[src/rtl/cmd_pkg.sv]
// Shared types and constants for the command dispatcher.
package cmd_pkg;

  localparam int unsigned CMD_W  = 16;
  localparam int unsigned HDG_W  = 12;
  localparam int unsigned RESP_W = 8;
  localparam int unsigned SQ_W   = 4;
  localparam int unsigned TMO_W  = 24;

  typedef enum logic [3:0] {
    OP_CAL  = 4'h0,
    OP_MOVE = 4'h2
  } opcode_e;

  typedef enum logic [2:0] {
    S_IDLE,
    S_DECODE,
    S_WAIT_CAL,
    S_WAIT_MOVE,
    S_RESP
  } state_t;

  localparam logic [RESP_W-1:0] RESP_ACK = 8'hA5;
  localparam logic [RESP_W-1:0] RESP_ERR = 8'hEE;
  localparam logic [RESP_W-1:0] RESP_TMO = 8'hDD;

  // Heading field shifted left and truncated to the heading width.
  function automatic logic [HDG_W-1:0] heading_of(input logic [7:0] fld,
                                                  input int unsigned sh);
    return HDG_W'(32'(fld) << sh);
  endfunction

endpackage

[src/rtl/cmd_wdog.sv]
// Per-command watchdog counter; present only when CMD_TIMEOUT_EN is defined.
`ifdef CMD_TIMEOUT_EN
module cmd_wdog
  import cmd_pkg::*;
#(
  parameter logic [TMO_W-1:0] LIMIT = 24'd5_000_000
) (
  input  logic clk,
  input  logic rst_n,
  input  logic clr,
  input  logic en,
  output logic expired
);

  logic [TMO_W-1:0] cnt_q, cnt_d;

  assign expired = en && (cnt_q == LIMIT - TMO_W'(1));

  always_comb begin
    cnt_d = cnt_q;
    if (clr) begin
      cnt_d = '0;
    end else if (en && !expired) begin
      cnt_d = cnt_q + TMO_W'(1);
    end
  end

  always_ff @(posedge clk or negedge rst_n) begin
    if (!rst_n) cnt_q <= '0;
    else        cnt_q <= cnt_d;
  end

endmodule
`endif

[src/rtl/cmd_dispatch.sv]
// Command dispatcher: decodes CAL/MOVE commands, tracks completion, sends a response byte.
// Optional per-command timeout is enabled with the CMD_TIMEOUT_EN macro.
module cmd_dispatch
  import cmd_pkg::*;
#(
  parameter logic [23:0] TIMEOUT_CYCLES = 24'd5_000_000,
  parameter int unsigned HDG_SHIFT      = 4
) (
  input  logic        clk,
  input  logic        rst_n,
  input  logic [15:0] cmd,
  input  logic        cmd_rdy,
  output logic        clr_cmd_rdy,
  input  logic        cal_done,
  input  logic        sq_done,
  input  logic        tx_busy,
  output logic        strt_cal,
  output logic        move_go,
  output logic [11:0] desired_heading,
  output logic        send_resp,
  output logic [7:0]  resp,
  output logic        busy
);

  // A zero timeout has no meaningful last count.
  if (TIMEOUT_CYCLES == 24'd0) begin : g_bad_timeout
    $error("TIMEOUT_CYCLES must be nonzero");
  end

  state_t              state_q, state_d;
  logic [CMD_W-1:0]    cmd_q, cmd_d;
  logic [SQ_W-1:0]     sq_cnt_q, sq_cnt_d;
  logic [HDG_W-1:0]    hdg_q, hdg_d;
  logic [RESP_W-1:0]   resp_q, resp_d;
  logic                clr_q, clr_d;
  logic                strt_q, strt_d;
  logic                move_go_q, move_go_d;
  logic                send_q, send_d;
  logic                busy_q, busy_d;
  logic                tmo_hit;

`ifdef CMD_TIMEOUT_EN
  logic wd_clr, wd_en;

  assign wd_clr = (state_q == S_DECODE);
  assign wd_en  = (state_q == S_WAIT_CAL) || (state_q == S_WAIT_MOVE);

  cmd_wdog #(.LIMIT(TIMEOUT_CYCLES)) u_wdog (
    .clk     (clk),
    .rst_n   (rst_n),
    .clr     (wd_clr),
    .en      (wd_en),
    .expired (tmo_hit)
  );
`else
  assign tmo_hit = 1'b0;
`endif

  always_comb begin
    state_d  = state_q;
    cmd_d    = cmd_q;
    sq_cnt_d = sq_cnt_q;
    hdg_d    = hdg_q;
    resp_d   = resp_q;
    clr_d    = 1'b0;
    strt_d   = 1'b0;
    send_d   = 1'b0;
    case (state_q)
      S_IDLE: begin
        if (cmd_rdy) begin
          cmd_d   = cmd;
          clr_d   = 1'b1;
          state_d = S_DECODE;
        end
      end
      S_DECODE: begin
        case (cmd_q[15:12])
          OP_CAL: begin
            strt_d  = 1'b1;
            state_d = S_WAIT_CAL;
          end
          OP_MOVE: begin
            sq_cnt_d = cmd_q[3:0];
            hdg_d    = heading_of(cmd_q[11:4], HDG_SHIFT);
            if (cmd_q[3:0] != SQ_W'(0)) begin
              state_d = S_WAIT_MOVE;
            end else begin
              state_d = S_RESP;
              resp_d  = RESP_ACK;
            end
          end
          default: begin
            state_d = S_RESP;
            resp_d  = RESP_ERR;
          end
        endcase
      end
      S_WAIT_CAL: begin
        if (cal_done) begin
          state_d = S_RESP;
          resp_d  = RESP_ACK;
        end else if (tmo_hit) begin
          state_d = S_RESP;
          resp_d  = RESP_TMO;
        end
      end
      S_WAIT_MOVE: begin
        if (sq_done) sq_cnt_d = sq_cnt_q - SQ_W'(1);
        if (sq_done && sq_cnt_q == SQ_W'(1)) begin
          state_d = S_RESP;
          resp_d  = RESP_ACK;
        end else if (tmo_hit) begin
          state_d = S_RESP;
          resp_d  = RESP_TMO;
        end
      end
      S_RESP: begin
        if (!tx_busy) begin
          send_d  = 1'b1;
          state_d = S_IDLE;
        end
      end
      default: state_d = S_IDLE;
    endcase
    // Level outputs follow the state being entered so they stay registered.
    move_go_d = (state_d == S_WAIT_MOVE);
    busy_d    = (state_d != S_IDLE);
  end

  always_ff @(posedge clk or negedge rst_n) begin
    if (!rst_n) begin
      state_q   <= S_IDLE;
      cmd_q     <= '0;
      sq_cnt_q  <= '0;
      hdg_q     <= '0;
      resp_q    <= '0;
      clr_q     <= 1'b0;
      strt_q    <= 1'b0;
      move_go_q <= 1'b0;
      send_q    <= 1'b0;
      busy_q    <= 1'b0;
    end else begin
      state_q   <= state_d;
      cmd_q     <= cmd_d;
      sq_cnt_q  <= sq_cnt_d;
      hdg_q     <= hdg_d;
      resp_q    <= resp_d;
      clr_q     <= clr_d;
      strt_q    <= strt_d;
      move_go_q <= move_go_d;
      send_q    <= send_d;
      busy_q    <= busy_d;
    end
  end

  assign clr_cmd_rdy     = clr_q;
  assign strt_cal        = strt_q;
  assign move_go         = move_go_q;
  assign desired_heading = hdg_q;
  assign send_resp       = send_q;
  assign resp            = resp_q;
  assign busy            = busy_q;

endmodule

[config.mk]
export PLATFORM = sky130hd
export DESIGN_NAME = cmd_dispatch
export DESIGN_NICKNAME = d
export VERILOG_FILES = /design/src/rtl/cmd_pkg.sv /design/src/rtl/cmd_wdog.sv /design/src/rtl/cmd_dispatch.sv
export SDC_FILE = /design/constraint.sdc
export NUM_CORES = 1
export LEC_CHECK = 0
export ABC_CLOCK_PERIOD_IN_PS = 2400
export CELL_PAD_IN_SITES_DETAIL_PLACEMENT = 0
export CELL_PAD_IN_SITES_GLOBAL_PLACEMENT = 1
export CORE_ASPECT_RATIO = 1.5
export CORE_MARGIN = 4
export CORE_UTILIZATION = 40
export CTS_BUF_LIST = sky130_fd_sc_hd__clkbuf_4 sky130_fd_sc_hd__clkbuf_8
export DETAILED_ROUTE_END_ITERATION = 6
export GPL_TIMING_DRIVEN = 0
export PLACE_DENSITY_LB_ADDON = 0.1
export SLEW_MARGIN = 20
export SYNTH_ARGS = -nofsm -noshare
export SYNTH_HDL_FRONTEND = slang
export SYNTH_SLANG_ARGS = --single-unit
[constraint.sdc]
create_clock -name clk -period 2.4 [get_ports clk]
set_clock_uncertainty 0.05 [all_clocks]
set_input_delay 0.36 -clock clk [delete_from_list [all_inputs] [get_ports clk]]
set_output_delay 0.36 -clock clk [all_outputs]
set_load 0.01 [all_outputs]
# Word level (Yosys, flattened, before mapping)
# Index checks and enable logic that the tools add are counted.
[op_classes] div=0 addsub=1 n_reduce_logical=11 shifts=0 n_mul=0 n_lt_le_gt_ge=0 mux=21 eq_ne=13 n_bitwise=0
[ops] operator="$mux 8" count=3
[ops] operator="$pmux 8 s3" count=1
[ops] operator="$pmux 8 s2" count=1
[ops] operator="$mux 3" count=5
[ops] operator="$pmux 3 s5" count=1
[ops] operator="$ne 2x2->1 const B" count=5
[ops] operator="$eq 3x2->1 const B" count=3
[ops] operator="$mux 4" count=2
[ops] operator="$pmux 4 s2" count=1
[ops] operator="$mux 1" count=6
[ops] operator="$pmux 3 s2" count=1
[ops] operator="$reduce_bool 3->1" count=2
[ops] operator="$reduce_and 5->1" count=1
[ops] operator="$eq 4x1->1 const B" count=1
[ops] operator="$eq 4x2->1 const B" count=1
[ops] operator="$logic_not 4->1" count=1
[ops] operator="$reduce_and 2->1" count=2
[ops] operator="$reduce_bool 4->1" count=1
[ops] operator="$sub 4x1->4 const B" count=1
[ops] operator="$eq 3x1->1 const B" count=1
[ops] operator="$eq 3x3->1 const B" count=1
[ops] operator="$logic_not 3->1" count=1
[ops] operator="$ne 3x3->1 const B" count=1
[ops] operator="$reduce_and 3->1" count=1
[ops] operator="2 further kinds" count=2
[word_totals] out_inout_bits=25 latchBits=0 regBits=44 ram_bits=0 mem_count=0 inputBits=22 rom_bits=0

# Longest topological paths before layout
[logic_depth] depth_word=5 ltp_mapped=6 ltp_nobuf=6

# Least setup slack after synthesis
# No wires, ideal clock.
[synth_timing] path_kind="register to register" start="register state_q[2]" end="register cmd_q[10]" setup_slack_ns=0.732 stages_incl_launch_ff=5 setup_ns=0.125 arrival_time_ns=1.493 path_cell_list="dfrtp_1 -> buf_6 -> nor4b_4 -> buf_6 -> mux2_4"
[synth_via] elab_chain_cells=2
[synth_lines] element="start: declaration" line_no="cmd_dispatch.sv:30" text="state_t state_q, state_d;"
[synth_lines] element="start signal: assignment" line_no="cmd_dispatch.sv:143" text="state_q <= state_d;"
[synth_lines] element="$logic_not 3->1" line_no="cmd_dispatch.sv:68" text="case (state_q)"
[synth_lines] element="$reduce_and 2->1 (no line)"
[synth_lines] element="end signal: assignment" line_no="cmd_dispatch.sv:144" text="cmd_q <= cmd_d;"
[synth_lines] element="end: declaration" line_no="cmd_dispatch.sv:31" text="logic [CMD_W-1:0] cmd_q, cmd_d;"
# Every way passes these cells.
# A chain may end at the register's enable or synchronous reset.

# Worst setup path in the final report
[layout_timing] start="register state_q[2]" end="register cmd_q[15]"
# The elaborated chain is that of the path after synthesis.

==> flow_summary.ini <==
[outcome]
status = finished clean

[sta]
fmax_mhz = 528
period_needed_ns = 1.89
finalSetupViolations = 0
finalHoldViolCount = 0
fin_crit_sh_pct = 78.8
drv_slew = 0
worst_slack_ns = 0.508
rsz0062_at_grt = no
slew_headroom_pct = 55.5
worst_pin_slew_ns = 0.664
finalSetupTns_ns = 0

[worst_setup_path]
crit_slowest_cell = nor4b_4
cp.required_ns = 2.52
worst_setup_path_start_kind = register
critPathKind = register to register
path_common_cell = buf_6
crit_chain = buf_6, nor4b_4, buf_6, mux2_4
critical_path.endpoint_type = register
crit_family = simple AND/OR/NAND/NOR gates
path_buf_inv = 2
critPathMaxFanout = 10
arrival_ns = 2.01
slowest_delay_ns = 0.63

[cts]
hold_buffers = 1
post_cts_resized = 0
htreeDepth = 2
ctsRootBufferMaster = clkbuf_8
post_cts.repair.setup_buffers = 0
clkTransAtPathRegs_ns = 0.07
worstSkewPairLatency_ns = 0.28
cts_tree = done
clock_sink_count = 39
clk_path_buf_depth = 2
cts_buffers = 5

[place]
place_hpwl_um = 2610
io_buffers = 41
place_ws_ns = 0.215
place.gp.congestion = 0.836

[synthesis]
ys_seq_elements = 39
syn_avg_cell_area_um2 = 13.6
ys_async_sr_fraction_pct = 100
ys_warn_count = 0
synth-main-ff-cell = dfrtp_1
synth_edf_count = 0
synth.distinct_cells = 37
syn_inst = 134
yosysSeqAreaShare_pct = 53.6
synth.cell_area_um2 = 1820

[grt]
grt_pass1_vias = 1296
gr-usage-all-layers_pct = 13.2
grt_max_degree = 26
antenna_found_initial = 0
grt_pass1_wl_um = 5970
grt_overflow = 0

[layout]
layout-drive-gt1-share_pct = 31.7
n_antenna_cell = 0
regArea_um2 = 976
area_delta_synth_final_pct = 34.0
finish.utilization_pct = 56.5
num-nets-final = 212
multi_input_comb_area_um2 = 716
fillers = 365

[die]
fp-row-count = 29
initial_utilization_pct = 42.2
die_area_um2 = 5720
pin_count = 47
die_w_um = 63.1
core-area_um2 = 4320
dieHeight_um = 90.6

[route]
drc = 0
wl_per_cell_um = 14.8
first_iter_violations = 26
drt_wl_total_um = 3470
viasPerCell = 5.14
vias = 1207
drt_pass1_iterations = 4
antenna_left = 0

[power_and_ir_drop]
p_leak_nw = 1.11
p_per_area_nw_per_um2 = 1160
vdd.ir_drop.worst_uv = 567

[min_path]
worst_hold_path_type = register to register

[flow_run]
cap_violations = 0
## cell usage after synthesis, drive strengths merged (2+ instances only)
cell    number  area (um^2)
o221a        2         22.5
a21oi        4         20.0
nor3         3         26.3
nand3        3         15.0
inv          4         15.0
ha           2         25.0
nor2         6         22.5
mux2        24          319
nand2        8         35.0
buf         14          124
o21ai        2         10.0
nand2b       2         12.5
dfrtp       39          976
or2          2         12.5
a32oi        2         36.3
## power breakdown
part | internal (W) | switching, W | total (W)
Clock | 0.000261 | 0.000214 | 0.000475
Sequential | 0.000954 | 0.000197 | 0.00115
Combinational | 0.000739 | 0.000474 | 0.00121
## tightest hold or removal path, stage by stage (launching register included)
cell and delay [ns]:
dfrtp_1 0.35, a21oi_1 0.05, nor2_1 0.07
## area by class of cell
type / instances / share of cell area [%]
clock inverter: 1 / 0.308
multi-input combinational: 80 / 29.3
clock buffer: 7 / 3.95
timing repair buffer: 43 / 18.2
tap: 46 / 2.36
inverter: 4 / 0.615
buffer: 15 / 5.28
sequential: 39 / 40.0
## state kept, by name (all words and copies together), names as in the netlist
signal and cells:
cmd_q 16, desired_heading 8, sq_cnt_q 4, resp 3, state_q 3, busy 1, clr_cmd_rdy 1, move_go 1
send_resp 1, strt_cal 1
## stage by stage
step	cells	total power, W	hold WS [ns]	area, um^2
global route	235	0.00303	0.469	2440
global placement	225	0.00234	0.434	2300
floorplan	138	0.00194	0.0144	1840
CTS	235	0.00288	0.461	2440
detailed placement	226	0.00239	0.253	2330
finish	235	0.00284	0.454	2440
## metal layers
metal / routed length (um) / vias to the layer above / GRT usage [%]
met5: 0 / - / 0
met4: 82 / 0 / 6.63
met3: 227 / 8 / 4.36
met2: 1830 / 40 / 22.9
met1: 1330 / 597 / 14.1
li1: - / 562 / -
## placed cells by master, fill, tap and decap left out, drive strengths merged, types with 3 or more instances in the layout
cell	instances
clkdlybuf4s50	40
dfrtp	39
mux2	24
buf	16
clkbuf	8
nand2	8
nor2	6
conb	5
inv	4
a21oi	4
nand3	3
nor3	3
## kinds of logic after synthesis
kind of cell | Yosys count | synth area share (%)
buffers and inverters | 19 | 7.90
and+or+nand+nor | 32 | 11.7
DFF | 39 | 53.6
other | 1 | 0.206
adders and majority gates | 2 | 1.37
AOI/OAI and AO/OA | 17 | 7.70
muxes | 24 | 17.5
## path summary, 6_finish.rpt
path,startpoint,to,slack [ns],cells after the start
worst max-delay path,state_q[2]$_DFF_PN0_,cmd_q[15]$_DFFE_PN0P_,0.51,4
worst min-delay path,resp[0]$_DFFE_PN0P_,resp[0]$_DFFE_PN0P_,0.45,2
worst max register to register,state_q[2]$_DFF_PN0_,cmd_q[15]$_DFFE_PN0P_,0.51,4
worst min register to register,resp[0]$_DFFE_PN0P_,resp[0]$_DFFE_PN0P_,0.45,2
max in group asynchronous,rst_n,sq_cnt_q[0]$_DFFE_PN0P_,1.38,3
min in group asynchronous,rst_n,send_resp$_DFF_PN0_,0.48,2
(Power assumes the default switching activity.)
